==> config.mk <==
export PLATFORM = sky130hd
export DESIGN_NAME = ofmap_bram_drain
export DESIGN_NICKNAME = d
export VERILOG_FILES = /design/src/rtl/ofmap_bram_drain.sv
export SDC_FILE = /design/constraint.sdc
export NUM_CORES = 1
export LEC_CHECK = 0
export ABC_AREA = 1
export CAP_MARGIN = 20
export CORE_ASPECT_RATIO = 1.25
export CORE_MARGIN = 2
export CORE_UTILIZATION = 39
export DETAILED_ROUTE_END_ITERATION = 10
export GPL_TIMING_DRIVEN = 0
export PLACE_DENSITY = 0.68
export SLEW_MARGIN = 10
export SYNTH_ARGS = -nofsm -noshare
export SYNTH_HDL_FRONTEND = slang
export SYNTH_SLANG_ARGS = --single-unit
==> constraint.sdc <==
create_clock -name clk -period 5.5 [get_ports clk]
set_input_delay 1.1 -clock clk [delete_from_list [all_inputs] [get_ports clk]]
set_output_delay 1.1 -clock clk [all_outputs]
set_load 0.02 [all_outputs]
==> src/rtl/ofmap_bram_drain.sv <==
// Drains every word of the Ofmap BRAM (mem2) through port 1 into a valid/ready stream.
// Define OFMAP_DRAIN_LANE_REV_EN to reverse the byte lanes of m_data_o.
module ofmap_bram_drain #(
  parameter int unsigned DATA_WIDTH      = 8,
  parameter int unsigned MEM2_DATA_WIDTH = 112,
  parameter int unsigned MEM2_DEPTH      = 896,
  parameter int unsigned MEM2_ADDR_WIDTH = 10
) (
  input  logic                       clk,
  input  logic                       rst,
  input  logic                       start_i,
  output logic                       mem2_ce1,
  output logic                       mem2_we1,
  output logic [MEM2_ADDR_WIDTH-1:0] mem2_addr1,
  input  logic [MEM2_DATA_WIDTH-1:0] mem2_q1_i,
  output logic                       m_valid_o,
  input  logic                       m_ready_i,
  output logic [MEM2_DATA_WIDTH-1:0] m_data_o,
  output logic                       m_last_o,
  output logic                       busy_o,
  output logic                       done_o
);

  localparam int unsigned Lanes = MEM2_DATA_WIDTH / DATA_WIDTH;
  localparam int unsigned CntW  = $clog2(MEM2_DEPTH + 1);
  localparam logic [CntW-1:0] LastIdx = CntW'(MEM2_DEPTH - 1);

  typedef enum logic [1:0] {StIdle, StRead, StDrain, StDone} state_e;

  state_e                     state_q, state_d;
  logic [CntW-1:0]            rd_addr_q, rd_addr_d;
  logic [CntW-1:0]            out_cnt_q, out_cnt_d;
  logic                       inflight_q, inflight_d;
  logic [MEM2_DATA_WIDTH-1:0] fifo_q [2];
  logic [MEM2_DATA_WIDTH-1:0] fifo_d [2];
  logic                       wr_ptr_q, wr_ptr_d;
  logic                       rd_ptr_q, rd_ptr_d;
  logic [1:0]                 count_q, count_d;

  logic                       issue;
  logic                       pop;
  logic [2:0]                 occ;
  logic [MEM2_DATA_WIDTH-1:0] head;
  logic [MEM2_DATA_WIDTH-1:0] head_ordered;

  assign m_valid_o = (count_q != 2'd0);
  assign head      = fifo_q[rd_ptr_q];
  assign m_last_o  = m_valid_o && (out_cnt_q == LastIdx);
  assign m_data_o  = m_valid_o ? head_ordered : '0;
  assign pop       = m_valid_o && m_ready_i;

  // The slot freed by this cycle's pop counts as free, which sustains 1 word/clk.
  assign occ   = 3'(count_q) + 3'(inflight_q) - 3'(pop);
  assign issue = (state_q == StRead) && (occ < 3'd2);

  assign mem2_ce1   = issue;
  assign mem2_we1   = 1'b0;
  assign mem2_addr1 = issue ? MEM2_ADDR_WIDTH'(rd_addr_q) : '0;
  assign busy_o     = (state_q == StRead) || (state_q == StDrain);
  assign done_o     = (state_q == StDone);

`ifdef OFMAP_DRAIN_LANE_REV_EN
  for (genvar l = 0; l < Lanes; l++) begin : g_lane_rev
    assign head_ordered[l*DATA_WIDTH +: DATA_WIDTH] =
        head[(Lanes-1-l)*DATA_WIDTH +: DATA_WIDTH];
  end
`else
  assign head_ordered = head;
`endif

  always_comb begin
    state_d    = state_q;
    rd_addr_d  = rd_addr_q;
    out_cnt_d  = out_cnt_q;
    inflight_d = issue;
    fifo_d     = fifo_q;
    wr_ptr_d   = wr_ptr_q;
    rd_ptr_d   = rd_ptr_q;
    count_d    = count_q + 2'(inflight_q) - 2'(pop);

    if (issue) begin
      rd_addr_d = rd_addr_q + CntW'(1);
    end
    // Read data arrives one cycle after the issuing ce.
    if (inflight_q) begin
      fifo_d[wr_ptr_q] = mem2_q1_i;
      wr_ptr_d         = ~wr_ptr_q;
    end
    if (pop) begin
      rd_ptr_d  = ~rd_ptr_q;
      out_cnt_d = out_cnt_q + CntW'(1);
    end

    unique case (state_q)
      StIdle: begin
        if (start_i) begin
          state_d   = StRead;
          rd_addr_d = '0;
          out_cnt_d = '0;
        end
      end
      StRead: begin
        if (issue && (rd_addr_q == LastIdx)) begin
          state_d = StDrain;
        end
      end
      StDrain: begin
        if (pop && m_last_o) begin
          state_d = StDone;
        end
      end
      StDone: begin
        state_d   = StIdle;
        rd_addr_d = '0;
        out_cnt_d = '0;
      end
      default: state_d = StIdle;
    endcase
  end

  always_ff @(posedge clk) begin
    if (rst) begin
      state_q    <= StIdle;
      rd_addr_q  <= '0;
      out_cnt_q  <= '0;
      inflight_q <= 1'b0;
      fifo_q[0]  <= '0;
      fifo_q[1]  <= '0;
      wr_ptr_q   <= 1'b0;
      rd_ptr_q   <= 1'b0;
      count_q    <= 2'd0;
    end else begin
      state_q    <= state_d;
      rd_addr_q  <= rd_addr_d;
      out_cnt_q  <= out_cnt_d;
      inflight_q <= inflight_d;
      fifo_q     <= fifo_d;
      wr_ptr_q   <= wr_ptr_d;
      rd_ptr_q   <= rd_ptr_d;
      count_q    <= count_d;
    end
  end

  a_no_overflow: assert property (@(posedge clk) disable iff (rst)
      !(inflight_q && !pop && (count_q == 2'd2)));

endmodule
==> results of run 1 <==
-- synthesized netlist by cell type (all sizes together) --
master / instances
xnor2: 2
inv: 38
and3: 1
xor2: 6
conb: 1
fa: 1
ha: 7
nor3: 6
nor2: 495
o21ai: 235
clkinv: 2
dfxtp: 251
nor4: 1
a21oi: 122
nand4: 8
buf: 67
nand2: 253
nand3: 10
clkbuf: 47
-- area by class of cell --
| type | count | area share [%] |
|---|---|---|
| multi-input cells | 1148 | 34.6 |
| flip-flops and latches | 251 | 34.9 |
| repair buffers | 242 | 17.0 |
| inverters | 40 | 1.04 |
| clock inverters | 12 | 0.955 |
| well taps | 345 | 3.00 |
| plain buffers | 114 | 3.68 |
| clock buffers | 33 | 4.92 |
-- registers in the layout (all words and copies together) (netlist names) --
name / cells
rd_addr_q: 10
inflight_q: 1
wr_ptr_q: 1
state_q: 2
out_cnt_q: 10
fifo_q: 224
count_q: 2
rd_ptr_q: 1
-- layout by cell type, fill, tap and decap left out --
| cell type | netlist | routed |
|---|---|---|
| bufinv_16 | 0 | 3 |
| o21ai_1 | 30 | 30 |
| clkdlybuf4s50_1 | 0 | 234 |
| clkinv_2 | 0 | 8 |
| xnor2_1 | 2 | 2 |
| xor2_1 | 6 | 6 |
| a21oi_1 | 121 | 121 |
| inv_2 | 9 | 9 |
| a21oi_4 | 1 | 1 |
| nor2_4 | 2 | 2 |
| nand3_1 | 10 | 10 |
| nor2_8 | 1 | 1 |
| o21ai_0 | 205 | 205 |
| nor2_2 | 6 | 6 |
| nor4_1 | 1 | 1 |
| nor3_1 | 6 | 6 |
| nor2_1 | 486 | 486 |
| nand4_1 | 8 | 8 |
| buf_2 | 62 | 61 |
| and3_1 | 1 | 1 |
| fa_1 | 1 | 1 |
| buf_4 | 4 | 4 |
| nand2_2 | 2 | 2 |
| clkinv_1 | 2 | 2 |
| clkinvlp_4 | 0 | 1 |
| nand2_1 | 251 | 251 |
| conb_1 | 1 | 1 |
| inv_1 | 29 | 29 |
| clkbuf_8 | 0 | 1 |
| ha_1 | 7 | 7 |
| clkbuf_16 | 0 | 27 |
| clkbuf_1 | 47 | 52 |
| clkbuf_4 | 0 | 1 |
| dlymetal6s2s_1 | 0 | 8 |
| buf_6 | 1 | 1 |
| dfxtp_1 | 251 | 251 |
-- worst reg2reg max path: stages, from the launching register on --
cell	delay, ns
dfxtp_1	0.36
nor2_2	0.50
nor2_4	0.08
clkbuf_4	0.21
nand2_1	0.08
o21ai_0	0.08
ha_1	0.18
inv_1	0.07
fa_1	0.43
nand2_1	0.09
clkinv_1	0.06
nand2_2	0.10
nor2_8	0.06
inv_2	0.12
buf_2	0.23
nor2_1	0.08
-- logic make-up after synthesis --
group,after synthesis
xor+xnor,8
fa+ha+maj,8
simple gates,774
compound gates,357
flops,251
buf+inv,154
other cells,1
-- power by group through the flow --
| stage | clock network [mW] | registers, mW | logic, mW |
|---|---|---|---|
| 2_1_floorplan | 0 | 2.24 | 0.979 |
| 3_3_place_gp | 0 | 2.26 | 1.52 |
| 3_5_place_dp | 0 | 2.27 | 1.54 |
| 4_1_cts | 1.80 | 2.24 | 1.55 |
| 5_1_grt | 1.89 | 2.27 | 1.71 |
| 6_report | 1.77 | 2.24 | 1.54 |
-- how the worst max path moves through the flow --
stage                   start       endpoint  slack, ns  depth (start not counted)
finish              m_ready_i  mem2_addr1[7]       0.31                         16
global placement    m_ready_i  mem2_addr1[0]       0.12                         17
global route        m_ready_i  mem2_addr1[7]       0.09                         16
floorplan           m_ready_i  mem2_addr1[1]       1.26                         15
CTS                 m_ready_i  mem2_addr1[0]       0.09                         17
detailed placement  m_ready_i  mem2_addr1[0]       0.09                         17
-- routing by layer --
| metal | global-route usage [%] | part of all wire, % |
|---|---|---|
| met2 | 37.7 | 47 |
| met3 | 4.88 | 7.3 |
| met4 | 7.15 | 2.9 |
| met5 | 0 | 0 |
| met1 | 27.9 | 43 |
-- metrics by stage --
stage / total power, mW / utilization, % / cells / hold WS [ns]
6_report: 5.56 / 53.5 / 2185 / 0.469
5_1_grt: 5.86 / 53.5 / 2185 / 0.492
4_1_cts: 5.59 / 53.5 / 2185 / 0.472
3_5_place_dp: 3.81 / 50.3 / 2140 / 0.462
3_3_place_gp: 3.79 / 50.3 / 2140 / 0.462
2_1_floorplan: 3.22 / - / 1553 / 0.444
==> qor.yml, run 1 <==
worst_setup_path:
  worst-path-buf-inv: 7
  crit_path_max_incr_delay_ns: 0.62
  critPathLaunchType: "input port"
  timing.rr.end: "inflight_q"
  cp-end-kind: "primary output"
  r2r_start: "count_q[1]"
  cp_max_fo: 10
  required_ns: 4.40
  rrSetupSlack_ns: 2.64
  crit_family: "buffers and inverters"
  cp_cell_sequence: "clkdlybuf4s50_1 > inv_1 > nor2_4 > clkbuf_4 > nand2_1 > o21ai_0 > ha_1 > inv_1 > fa_1 > nand2_1 > clkinv_1 > nand2_2 > nor2_8 > inv_2 > nor2_2 > clkdlybuf4s50_1"
  slowest_stage: "clkdlybuf4s50_1"
  rr_worst_depth: 15
  cp.arrival_ns: 4.09
  path_class: "in -> out"
detailed_routing:
  drt_iter0_markers: 587
  vias_per_cell: 4.97
  vias: 10900
  firstDrtPassIters: 5
  drc: 0
  drt-total-wl_um: 33400
  post_drt_wl_per_cell_um: 15.3
  final_antenna_net_count: 0
logic_synthesis:
  synth_top_family_by_area: "simple AND/OR/NAND/NOR gates"
  seq_area_frac_synth_pct: 47.0
  yosysUniqueCellTypes: 28
  ys_ff_latch: 251
  syn_area_mm2: 0.0107
  synth.area.top_cells: "dfxtp_1 (47%), nor2_1 (17%), o21ai_0 (9.6%)"
  synth_top_area_cell: "dfxtp_1"
  synth_mux_area_share_pct: 0
  netlist_instances: 1553
  synth_top_area_share_pct: 47.0
  avgSynthCellArea_um2: 6.88
  synth-simple-area-share_pct: 28.1
  synth_xor_area_share_pct: 0.656
  synth_warnings: 0
  synth_fa_ha_area_share_pct: 1.01
  synth_fp_nets: 1677
  synth-compound-area-share_pct: 16.8
power:
  seq_power_share_pct: 40.3
  switchingPower_mw: 1.88
  p_int_mw: 3.68
  p_clk_share_pct: 31.9
  switching_share_pct: 33.8
  power_density_mw_per_mm2: 386
  combPwrFrac_pct: 27.8
  peakVddDrop_uv: 251
  p_leak_nw: 5.41
timing:
  finalMaxSlewViolations: 0
  rsz0062_at_grt: "false"
  tightest_slew_ns: 0.617
  maxSlewHeadroom_pct: 58.8
  layout_setup_ws_ns: 0.307
  fmax_mhz: 193
  finalHoldViolations: 0
  finalCriticalPeriod_ns: 5.19
  fin_skew_ns: 0.0174
  finalSetupViolations: 0
  finalSetupTns_ns: 0
  min_period_over_period_pct: 94.4
layout:
  fillers: 2606
  multi_input_area_mm2: 0.00498
  area_delta_synth_final_pct: 34.8
  antenna_cells: 0
  nets: 1947
  fin_area_mm2: 0.0144
  seqCellArea_mm2: 0.00502
  drive_gt1_share_pct: 6.96
die:
  row_count: 67
  coreArea_mm2: 0.0269
  dieHeight_um: 189
  dieArea_mm2: 0.0287
  pin_count: 244
  dieWidth_um: 152
  floorplan.initialDensity_pct: 39.7
place:
  pre_cts_slack_ns: 0.0886
  gp_congestion: 0.829
  dp_hpwl_um: 23400
  io_buffers: 242
  place_area_mm2: 0.0135
clock_tree:
  htreeDepth: 1
  cts_setup_buffers: 0
  clock_latency_ns: 0.53
  cts_tree: "built"
  clock_sinks: 251
  clockRootBuffer: "clkbuf_16"
  post_cts_resize_count: 0
  clock_path_buffers: 3
  hold_buffers: 0
  cts_buffers: 26
  clkTransAtPathRegs_ns: 0.06
hold_path:
  min-delay-start: "rd_addr_q[4]"
  hold_class: "reg -> reg"
  min_delay_worst_endpoint: "rd_addr_q[4]"
  hold_depth: 2
run_status:
  status: "finished clean"
grt:
  overflow: 0
  grt_use_total_pct: 22.1
  grt_pass1_wl_um: 52700
  grt_max_degree: 14
  grt_pass1_vias: 10200
  antenna_found_initial: 0
run:
  maxCapViolations: 0
No activity file was read; power rests on OpenSTA's default activity.
==> inputs of run 2 (changes only) <==
--- a/config.mk
+++ b/config.mk
@@ -13,6 +13,7 @@
 export DETAILED_ROUTE_END_ITERATION = 10
 export GPL_TIMING_DRIVEN = 0
 export PLACE_DENSITY = 0.68
+export SKIP_CTS_REPAIR_TIMING = 1
 export SLEW_MARGIN = 10
 export SYNTH_ARGS = -nofsm -noshare
 export SYNTH_HDL_FRONTEND = slang
==> results of run 2 <==
Same layout as run 1: the final DEF is identical, and so are final timing and power.
